===== src/rtl/ysyx_rdc_pkg.sv =====
// Shared types and defaults for the redirect/flush controller.
package ysyx_rdc_pkg;

  localparam int XLEN_DEF  = 32;
  localparam int PMU_W_DEF = 32;

  typedef enum logic [2:0] {IDLE, DRAIN_F, DRAIN_I, INV_REQ, INV_WAIT, REDIR} rdc_state_t;
  typedef enum logic [2:0] {NONE, TRAP, FENCEI, FENCE, FLUSH} rdc_evt_t;

  // Fixed priority: timer trap wins, then fence.i, fence, plain flush.
  function automatic rdc_evt_t sel_evt(input logic trap, input logic fi,
                                       input logic ft, input logic fp);
    if (trap)    return TRAP;
    else if (fi) return FENCEI;
    else if (ft) return FENCE;
    else if (fp) return FLUSH;
    else         return NONE;
  endfunction

endpackage


===== src/rtl/ysyx_rdc_pmu.sv =====
// Flush/fence.i/busy-cycle counters, present only with YSYX_RDC_PMU_EN.
module ysyx_rdc_pmu #(
  parameter int PMU_W = 32
) (
  input  logic             clock,
  input  logic             reset,
  input  logic             accept,
  input  logic             fencei,
  input  logic             busy,
  output logic [PMU_W-1:0] pmu_flush_cnt,
  output logic [PMU_W-1:0] pmu_fencei_cnt,
  output logic [PMU_W-1:0] pmu_busy_cyc
);

  always_ff @(posedge clock) begin
    if (reset) begin
      pmu_flush_cnt  <= '0;
      pmu_fencei_cnt <= '0;
      pmu_busy_cyc   <= '0;
    end else begin
      if (accept)          pmu_flush_cnt  <= pmu_flush_cnt + 1'b1;
      if (accept && fencei) pmu_fencei_cnt <= pmu_fencei_cnt + 1'b1;
      if (busy)            pmu_busy_cyc   <= pmu_busy_cyc + 1'b1;
    end
  end

endmodule


===== src/rtl/ysyx_rdc.sv =====
// Redirect/flush controller after commit: flush, drain, I$ invalidate, IFU redirect.
// Optional counters under YSYX_RDC_PMU_EN.
module ysyx_rdc
  import ysyx_rdc_pkg::*;
#(
  parameter int XLEN  = XLEN_DEF,
  parameter int PMU_W = PMU_W_DEF
) (
  input  logic            clock,
  input  logic            reset,
  input  logic            cmt_valid,
  input  logic [XLEN-1:0] cmt_cpc,
  input  logic            cmt_flush_pipe,
  input  logic            cmt_fence_i,
  input  logic            cmt_fence_time,
  input  logic            cmt_time_trap,
  input  logic [XLEN-1:0] trap_pc,
  input  logic            sb_empty,
  input  logic            ic_inv_ready,
  input  logic            ic_inv_done,
  input  logic            ifu_ready,
  output logic            flush,
  output logic            busy,
  output logic            ic_inv_valid,
  output logic            ifu_redirect_valid,
`ifdef YSYX_RDC_PMU_EN
  output logic [PMU_W-1:0] pmu_flush_cnt,
  output logic [PMU_W-1:0] pmu_fencei_cnt,
  output logic [PMU_W-1:0] pmu_busy_cyc,
`endif
  output logic [XLEN-1:0] ifu_redirect_pc
);

  rdc_state_t      state, state_n;
  rdc_evt_t        evt;
  logic [XLEN-1:0] target;

  assign busy = (state != IDLE);

  always_comb begin
    evt                = NONE;
    state_n            = state;
    ic_inv_valid       = 1'b0;
    ifu_redirect_valid = 1'b0;
    ifu_redirect_pc    = '0;
    if (state == IDLE && cmt_valid && !reset)
      evt = sel_evt(cmt_time_trap, cmt_fence_i, cmt_fence_time, cmt_flush_pipe);
    flush = (evt != NONE);
    case (state)
      IDLE: begin
        case (evt)
          TRAP, FLUSH: state_n = REDIR;
          FENCE:       state_n = DRAIN_F;
          FENCEI:      state_n = DRAIN_I;
          default:     state_n = IDLE;
        endcase
      end
      DRAIN_F: if (sb_empty) state_n = REDIR;
      DRAIN_I: if (sb_empty) state_n = INV_REQ;
      INV_REQ: begin
        ic_inv_valid = 1'b1;
        // A done pulse coincident with the handshake completes the invalidate.
        if (ic_inv_ready) state_n = ic_inv_done ? REDIR : INV_WAIT;
      end
      INV_WAIT: if (ic_inv_done) state_n = REDIR;
      REDIR: begin
        ifu_redirect_valid = 1'b1;
        ifu_redirect_pc    = target;
        if (ifu_ready) state_n = IDLE;
      end
      default: state_n = IDLE;
    endcase
  end

  always_ff @(posedge clock) begin
    if (reset) begin
      state  <= IDLE;
      target <= '0;
    end else begin
      state <= state_n;
      if (flush) target <= (evt == TRAP) ? trap_pc : cmt_cpc;
    end
  end

  // Commit must hold off while busy; such a broadcast is dropped.
  always_ff @(posedge clock)
    if (!reset) assert (!(busy && cmt_valid))
      else $warning("ysyx_rdc: cmt_valid while busy ignored");

`ifdef YSYX_RDC_PMU_EN
  ysyx_rdc_pmu #(.PMU_W(PMU_W)) u_pmu (
    .clock         (clock),
    .reset         (reset),
    .accept        (flush),
    .fencei        (evt == FENCEI),
    .busy          (busy),
    .pmu_flush_cnt (pmu_flush_cnt),
    .pmu_fencei_cnt(pmu_fencei_cnt),
    .pmu_busy_cyc  (pmu_busy_cyc)
  );
`endif

endmodule


===== config.mk =====
export PLATFORM = sky130hd
export DESIGN_NAME = ysyx_rdc
export DESIGN_NICKNAME = d
export VERILOG_FILES = /design/src/rtl/ysyx_rdc_pkg.sv /design/src/rtl/ysyx_rdc_pmu.sv /design/src/rtl/ysyx_rdc.sv
export SDC_FILE = /design/constraint.sdc
export NUM_CORES = 1
export LEC_CHECK = 0
export CORE_MARGIN = 3
export CORE_UTILIZATION = 28
export CTS_BUF_LIST = sky130_fd_sc_hd__clkbuf_4
export DETAILED_ROUTE_END_ITERATION = 7
export PLACE_DENSITY = 0.69
export SLEW_MARGIN = 0
export SYNTH_ARGS = -nofsm -noshare
export SYNTH_HDL_FRONTEND = slang
export SYNTH_SLANG_ARGS = --single-unit

===== constraint.sdc =====
create_clock -name clock -period 2.6 [get_ports clock]
set_clock_uncertainty 0.15 [all_clocks]
set_input_delay 0.65 -clock clock [delete_from_list [all_inputs] [get_ports clock]]
set_output_delay 0.65 -clock clock [all_outputs]
set_load 0.02 [all_outputs]

==> key figures <==
Outcome
  • Status: complete, no violations

Worst setup path
  • WS Path Type: register to primary output
  • Worst path cell trace: or3_4 -> or4b_4 -> clkinv_4 -> buf_6
  • Crit path largest cell delay: 0.57 ns
  • R2r setup slk: 0.23 ns
  • Crit path max fanout: 2
  • FF-to-FF path depth: 5
  • Slowest-stage cell, CP: or4b_4
  • FF-to-FF End: target[6]
  • Critical Path End Type: primary output
  • Critical Path AT: between 1.5 and 2 ns
  • Startpoint types: register
  • Worst EP required: 1.80 ns
  • Worst R2R Start: state[0]

Min path
  • Hold crit path type: register to register
  • Worst hold path depth: 2
  • Min-delay src: target[3]
  • Hold endpoint: target[3]

Synth
  • Asr flop ratio synth: 0%
  • Sequential share of the synthesized area: roughly 34%
  • Yosys top cell by area: dfxtp_1
  • Syn avg cell area: 8.02 sq um
  • Synth Flop Type: dfxtp_1
  • Synth warnings: 0
  • Most instantiated cells after synthesis: inv_1 (38), nor2_1 (37), dfxtp_1 (35), nand2_1 (34), a21oi_1 (33)
  • Synth unique cells: 25
  • Syn Inst Count: 260
  • Area contributors post-synth: dfxtp_1 (34%), a221oi_2 (23%), a21oi_1 (7.9%), inv_1 (6.8%), nor2_1 (6.7%)
  • Count leader, synth: inv_1
  • Cell Area, Synth: approximately 2100 sq um
  • Post-synth EDFFs: 0
  • Synth top area share: 33.6%
  • Syn Nets: 335
  • Synth Register Bits: 35

Routing
  • Wire length per cell: 13.2 um
  • Post-route DRC: 0
  • Final wirelength: ~6100 um
  • ANT nets after route: 0
  • Routed via count: 2203
  • Vias per inst: about 4.7
  • Drt first pass iters: 4
  • Initial detailed-routing violation count: 53

Clocking
  • Root Driver: clkbuf_4
  • Skew-Pair Late Insertion Delay: 0.33 ns
  • CTS tree: built
  • Maximum root-to-sink buffer count: 2
  • # hold bufs at CTS: 0
  • # H-tree levels: 2
  • Clock slew at the register clock pins of the worst setup and hold paths: 0.10 ns
  • CTS Sinks: 35
  • TritonCTS Buffers: 5

Layout
  • Antenna Cells: 0
  • Area Overhead vs Synth: 61.6%
  • Fill cells: between 600 and 700
  • Share of layout cells above drive strength 1: 17.6%
  • Post-Layout Cell Count: 465
  • Nets: roughly 440

Job
  • Max cap viols: 0

Power and ir drop
  • PwrDens: 611 nW/um^2
  • Leak: 1.35 nW
  • Final Power: 0.00206 W
  • Worst VDD drop: 0.000337 V

Timing
  • Hold Fails Final Rpt: 0
  • Pins over their slew limit: 0
  • Max Freq: between 300 and 400 MHz
  • Worst rel slew slack: about 44%
  • Minimum clock period: 2.58 ns
  • Slew at the pin closest to its max-slew limit: around 0.83 ns
  • # setup viols final: 0
  • RSZ-0062 raised after global routing: true
  • Final TNS setup: 0 ns
  • Fin crit share: 99.1%

Global routing
  • Largest net degree at the start of global routing: 65
  • Initial antenna violation count: 0
  • Total GRT Usage: between 10 and 15%
  • Congestion Overflow GR: 0
  • First-pass GRT wire length: 9870 um
  • Vias in the first global route: 2111

Die
  • Die ar.: 8520 sq um
  • Initial Utilization: approximately 30%
  • Num ports: between 100 and 150
  • FP Rows: 30
  • Die W: roughly 92 um
  • Vert. Die Dim: slightly above 90 um
  • Core area: 7020 sq um

Place
  • Post-DP HPWL: between 4000 and 5000 um
  • Placed Instances: about 460
  • Final GP Congestion: between 0.7 and 0.8
  • IO buf count: 110
[layout by cell type, fill, tap and decap left out, types with 2 or more instances in the layout]
master           synthesis  layout
buf_4                    0      16
dlymetal6s2s_1           0       5
inv_1                   38      37
nand3b_1                 2       2
o21ai_0                  5       5
clkbuf_4                 0       6
dfxtp_1                 35      34
dlygate4sd2_1            0      33
nor3b_1                  2       2
nor2_1                  37      36
clkdlybuf4s50_1          0      70
a21oi_1                 33      33
o211ai_1                 2       2
nand2_1                 34      34
a221oi_2                32      32
bufinv_16                0       2
a211oi_1                 3       3
[through the flow]
| stage | hold WS (ns) | cell area [sq um] | setup WS [ns] | utilization (%) |
|---|---|---|---|---|
| after CTS | 0.325 | 3350 | -0.136 | 47.7 |
| after global routing | 0.338 | 3370 | -0.0422 | 48.0 |
| after floorplan | 0.299 | 2100 | 0.000533 | - |
| final | 0.322 | 3370 | 0.0242 | 48.0 |
| after detailed placement | 0.309 | 3290 | -0.616 | 46.8 |
| after global placement | 0.304 | 3290 | -0.598 | 46.8 |
[critical path: cells and delay by family, from the launching register on]
family / cells / cell delay, ns
AND/OR/NAND/NOR: 2 / 0.95
buffers and inverters: 2 / 0.17
flip-flops: 1 / 0.32
[layout make-up]
class / count / area (sq um) / share of cell area, %
clock buffer: 6 / 45.0 / 1.34
clock inverter: 2 / 60.1 / 1.78
inverter: 38 / 148 / 4.38
multi-input combinational: 162 / 1110 / 32.9
sequential: 35 / 702 / 20.8
tap: 96 / 120 / 3.56
timing repair buffer: 126 / 1190 / 35.3
[per-layer routing]
layer	vias to the layer above	GRT usage, %	wire length (um)
met1	1008	17.1	2690
met2	83	24.3	2930
li1	1107	-	-
met5	-	0	0
met3	5	4.79	466
met4	0	3.34	56
[cell families (layout without fill, tap and decap cells)]
logic type | Yosys count | count (layout) | share of synthesized area (%)
flops | 35 | 35 | 33.6
mux | 1 | 1 | 0.480
compound gates | 79 | 79 | 35.4
simple gates | 82 | 82 | 16.9
buf+inv | 63 | 172 | 13.7
[power breakdown]
part / switching (W) / leakage, nW / internal [W] / total [W]
combinational: 0.000469 / 1.01 / 0.000416 / 0.000885
clock: 0.000188 / 0.0559 / 0.000311 / 0.000499
sequential: 0.0000294 / 0.288 / 0.000648 / 0.000677
total: 0.000687 / 1.35 / 0.00137 / 0.00206
[worst max path at each step]
stage | startpoint | to | slack [ns] | depth (start not counted)
2_1_floorplan | state[2] | flush | 0.0005 | 7
3_3_place_gp | cmt_fence_time | flush | -0.60 | 5
3_5_place_dp | cmt_fence_i | flush | -0.62 | 5
4_1_cts | cmt_fence_i | flush | -0.14 | 5
5_1_grt | state[0] | flush | -0.04 | 4
6_report | state[0] | flush | 0.02 | 4
[sequential cells by signal (all words and copies together), names as in the netlist]
register / count
target: 32
state: 3
[what timing repair did]
item / 4_1_cts / 5_1_grt
endpoints found under the setup margin: 41 / 34
resized for setup: 38 / 9
buffers inserted: 0 / 0
pin swaps: 0 / 2
No activity file was read; power rests on OpenSTA's default activity.
